File: config.mk
export PLATFORM = sky130hd
export DESIGN_NAME = decoder_logic_unit
export DESIGN_NICKNAME = d
export VERILOG_FILES = /design/src/rtl/decoder_logic_unit.sv
export SDC_FILE = /design/constraint.sdc
export NUM_CORES = 1
export LEC_CHECK = 0
export ABC_AREA = 1
export ABC_CLOCK_PERIOD_IN_PS = 1850
export BUFFER_PORTS_ARGS = -buffer_cell sky130_fd_sc_hd__buf_2
export CELL_PAD_IN_SITES_DETAIL_PLACEMENT = 0
export CELL_PAD_IN_SITES_GLOBAL_PLACEMENT = 1
export CORE_ASPECT_RATIO = 0.75
export CORE_MARGIN = 4
export CORE_UTILIZATION = 37
export CTS_CLUSTER_DIAMETER = 40
export DETAILED_ROUTE_END_ITERATION = 12
export GPL_ROUTABILITY_DRIVEN = 0
export PLACE_DENSITY_LB_ADDON = 0.1
export SYNTH_ARGS = -nofsm -noshare
export SYNTH_HDL_FRONTEND = slang
export SYNTH_SLANG_ARGS = --single-unit
File: constraint.sdc
create_clock -name clk -period 1.85 [get_ports clk]
set_input_delay 0.37 -clock clk [delete_from_list [all_inputs] [get_ports clk]]
set_output_delay 0.37 -clock clk [all_outputs]
set_load 0.01 [all_outputs]
File: src/rtl/decoder_logic_unit.sv
// N-input logic unit: one-hot decoder minterms ORed under a per-op mask; 2-cycle latency, 1/cycle throughput.
// Backpressure: output held while out_ready=0, up to 2 transactions buffered, in_ready drops only when both stages are full.
module decoder_logic_unit #(
  parameter int N = 2,
  parameter int M = 2**N,
  parameter logic [M-1:0] RESET_MASK = {{(M-1){1'b1}}, 1'b0}
) (
  input  logic         clk,
  input  logic         rst,
  input  logic         in_valid,
  output logic         in_ready,
  input  logic [N-1:0] in_x,
  input  logic [2:0]   in_op,
  input  logic         cfg_we,
  input  logic [M-1:0] cfg_mask,
  output logic         out_valid,
  input  logic         out_ready,
  output logic         out_f,
  output logic [M-1:0] out_minterm
);

  typedef enum logic [2:0] {
    OP_AND   = 3'd0,
    OP_OR    = 3'd1,
    OP_NAND  = 3'd2,
    OP_NOR   = 3'd3,
    OP_XOR   = 3'd4,
    OP_XNOR  = 3'd5,
    OP_CUST0 = 3'd6,
    OP_CUST1 = 3'd7
  } op_e;

  typedef struct packed {
    logic [M-1:0] onehot;
    logic [M-1:0] mask;
  } s1_t;

  typedef struct packed {
    logic         f;
    logic [M-1:0] minterm;
  } s2_t;

  logic [M-1:0] and_mask, or_mask, nor_mask, xor_mask;
  logic [M-1:0] sel_mask, dec_onehot;
  logic [M-1:0] cust_mask_q, cust_mask_d;
  logic         s1_vld_q, s1_vld_d;
  logic         s2_vld_q, s2_vld_d;
  s1_t          s1_q, s1_d;
  s2_t          s2_q, s2_d;
  logic         in_fire, s1_load, s2_load;

  // Fixed gate masks expressed as minterm truth tables.
  always_comb begin
    and_mask         = '0;
    and_mask[M-1]    = 1'b1;
    or_mask          = '1;
    or_mask[0]       = 1'b0;
    nor_mask         = '0;
    nor_mask[0]      = 1'b1;
    xor_mask         = '0;
    for (int k = 0; k < M; k++) begin
      xor_mask[k] = ^k;
    end
  end

  always_comb begin
    sel_mask = cust_mask_q;
    case (op_e'(in_op))
      OP_AND:  sel_mask = and_mask;
      OP_OR:   sel_mask = or_mask;
      OP_NAND: sel_mask = ~and_mask;
      OP_NOR:  sel_mask = nor_mask;
      OP_XOR:  sel_mask = xor_mask;
      OP_XNOR: sel_mask = ~xor_mask;
      default: sel_mask = cust_mask_q;
    endcase
  end

  always_comb begin
    dec_onehot       = '0;
    dec_onehot[in_x] = 1'b1;
  end

  assign s2_load  = s1_vld_q & (~s2_vld_q | out_ready);
  assign s1_load  = ~s1_vld_q | s2_load;
  assign in_ready = ~s1_vld_q | ~s2_vld_q | out_ready;
  assign in_fire  = in_valid & in_ready;

  always_comb begin
    s1_vld_d    = s1_vld_q;
    s1_d        = s1_q;
    s2_vld_d    = s2_vld_q;
    s2_d        = s2_q;
    cust_mask_d = cust_mask_q;

    if (s1_load) begin
      s1_vld_d = in_fire;
    end
    if (in_fire) begin
      s1_d.onehot = dec_onehot;
      s1_d.mask   = sel_mask;
    end

    if (s2_load) begin
      s2_vld_d     = 1'b1;
      s2_d.f       = |(s1_q.onehot & s1_q.mask);
      s2_d.minterm = s1_q.onehot;
    end else if (out_ready) begin
      s2_vld_d = 1'b0;
    end

    // Stage 1 already captured the old mask this cycle, so a same-cycle write only affects later inputs.
    if (cfg_we) begin
      cust_mask_d = cfg_mask;
    end
  end

  always_ff @(posedge clk) begin
    if (rst) begin
      s1_vld_q    <= 1'b0;
      s1_q        <= '0;
      s2_vld_q    <= 1'b0;
      s2_q        <= '0;
      cust_mask_q <= RESET_MASK;
    end else begin
      s1_vld_q    <= s1_vld_d;
      s1_q        <= s1_d;
      s2_vld_q    <= s2_vld_d;
      s2_q        <= s2_d;
      cust_mask_q <= cust_mask_d;
    end
  end

  assign out_valid   = s2_vld_q;
  assign out_f       = s2_q.f;
  assign out_minterm = s2_q.minterm;

endmodule

==> results.json <==
{
  "port_buffers": 20,
  "synth_most_common_cell": "nand2_1",
  "arrival_ns": 1.05,
  "power_switching_mw": 0.208,
  "first_pass_iters": 4,
  "clkTransAtPathRegs_ns": 0.10,
  "grt_pass1_wl_mm": 3.06,
  "first_global_vias": 687,
  "synth_cell_types": 15,
  "antenna_found_initial": 0,
  "slew_viol_final": 0,
  "dieWidth_um": 62.8,
  "seq_area_frac_synth_pct": 45.7,
  "num-nets-final": 164,
  "dpl.hpwl_mm": 1.36,
  "ir_drop_uv": 324,
  "worstSetupEndpointType": "output pin",
  "synth_top_area_cell": "dfxtp_1",
  "cts_max_level": 1,
  "track_usage_pct": 12.5,
  "final.setup.tns_ns": 0,
  "max_slew.worst_pin.slew_ns": 0.475,
  "sequentialPowerShare_pct": 58.5,
  "routed_wl_mm": 1.71,
  "setup_viol": 0,
  "ys_ff_latch": 19,
  "initial_core_util_pct": 40.3,
  "fp.dieH_um": 49.1,
  "post_drt_wl_per_cell_um": 9.87,
  "multi_input_area_um2": 394,
  "synth_warnings": 0,
  "slew_headroom_pct": 68.3,
  "synth_enable_flop_cells": 0,
  "rsz0062_at_grt": "false",
  "vias": 800,
  "cap_violations": 0,
  "clockBufferDepth": 2,
  "synth_common_cells": "42 x nand2_1, 25 x nor2_1, 19 x dfxtp_1",
  "synth_area_um2": 832,
  "cts_tree": "yes",
  "clkLatencyLatePin_ns": 0.29,
  "grt.overflow.total": 0,
  "seq_area_um2": 380,
  "dieArea_um2": 3080,
  "fillerInstances": 227,
  "ant_nets": 0,
  "syn_area_per_cell_um2": 6.60,
  "fin_crit_sh_pct": 77.0,
  "max_freq_ghz": 0.702,
  "diodes": 0,
  "synth.area.top_cells": "dfxtp_1 46%, nand2_1 19%, nor2_1 11%",
  "pin_count": 21,
  "p_per_area_nw_per_um2": 793,
  "p_leak_nw": 0.516,
  "p_int_mw": 0.572,
  "async_flop_share_pct": 0,
  "timing.hold.ws_ns": 0.261,
  "post_cts_resized": 0,
  "synthFlopType": "dfxtp_1",
  "finClkSkew_ns": 0.00374,
  "synth_top_area_share_pct": 45.7,
  "numCtsBuffers": 3,
  "clockRootBuffer": "clkbuf_4",
  "slowest_stage": "dfxtp_1",
  "grt_max_degree": 18,
  "cp.buffers_inverters": 1,
  "finalHoldViolations": 0,
  "cts_setup_buffers": 0,
  "cts_hold_buf": 0,
  "startpoint_type": "register",
  "p_comb_share_pct": 15.7,
  "critical_path.cell_chain": "nand3_2 -> buf_2",
  "p_clk_share_pct": 25.8,
  "cpLargestDelayFamily": "flip-flops",
  "core_area_um2": 2070,
  "drive_gt1_share_pct": 18.8,
  "cp.required_ns": 1.48,
  "vias_per_cell": 4.62,
  "min_period_ns": 1.42,
  "syn_nets": 140,
  "hp-class": "in2reg",
  "syn2layout_area_growth_pct": 18.2,
  "swShare_pct": 26.7,
  "netlist_instances": 126,
  "drtIter0Drc": 48,
  "critPathMaxStageDelay_ns": 0.44,
  "remaining_drc_errors": 0,
  "cts.sinks": 19,
  "num_rows": 14,
  "crit_type": "reg2out",
  "crit_fanout": 5,
  "status": "finished clean"
}
[routing by layer]
metal  global-route usage [%]  vias up  part of all wire, %  wire length [µm]
li1                         -      437                    -                 -
met1                     17.4      344                   56               951
met2                     17.3       17                   38               643
met3                     5.53        2                  5.8                99
met4                     3.30        0                 0.76                13
met5                        0        -                    0                 0
[state kept, by name, indices dropped and copies added (netlist names)]
signal / flops
s1_q: 8
out_minterm: 4
out_valid: 1
s1_vld_q: 1
cust_mask_q: 4
out_f: 1
[path summary, 6_finish.rpt]
check | slack [ns] | startpoint | to | depth (start not counted)
max | 0.43 | out_valid | in_ready | 2
min reg2reg | 0.47 | cust_mask_q[3] | cust_mask_q[3] | 2
min | 0.26 | rst | s1_vld_q | 2
max reg2reg | 0.83 | out_valid | s1_q[2] | 5
[layout by cell type (no fill, tap or decap), types with 2 or more instances in the layout]
master    Yosys  routed
a21oi_1       4       4
buf_2         1      20
clkbuf_4      0       3
dfxtp_1      19      19
inv_1        13      13
nand2_1      42      42
nand3_1      10      10
nor2_1       25      25
o21ai_0       2       2
o21ai_1       4       4
[through the flow]
step	setup slack (ns)	util (%)	total power, mW	instances	cell area [µm²]
floorplan	0.853	-	0.543	126	832
global placement	0.625	46.3	0.587	169	957
detailed placement	0.604	46.3	0.589	169	957
CTS	0.430	47.6	0.793	173	983
global route	0.365	47.6	0.840	173	983
finish	0.426	47.6	0.780	173	983
[final cells by class]
| cell class | count | share of cell area, % |
|---|---|---|
| tap | 24 | 3.05 |
| sequential | 19 | 38.7 |
| multi-input combinational | 92 | 40.1 |
| timing repair buffer | 20 | 10.2 |
| clock buffer | 4 | 2.67 |
| inverter | 14 | 5.34 |
[power by group through the flow]
stage / registers [mW] / clock network [mW] / logic, mW
after floorplan: 0.466 / 0 / 0.0762
after CTS: 0.456 / 0.212 / 0.124
final: 0.456 / 0.201 / 0.122
after global placement: 0.465 / 0 / 0.122
after global routing: 0.461 / 0.237 / 0.142
after detailed placement: 0.466 / 0 / 0.123
[kinds of logic after synthesis]
group | Yosys count | share of synthesized area, %
simple gates | 81 | 40.3
flops | 19 | 45.7
buf+inv | 15 | 6.92
compound gates | 11 | 7.07
(Power assumes the default switching activity.)
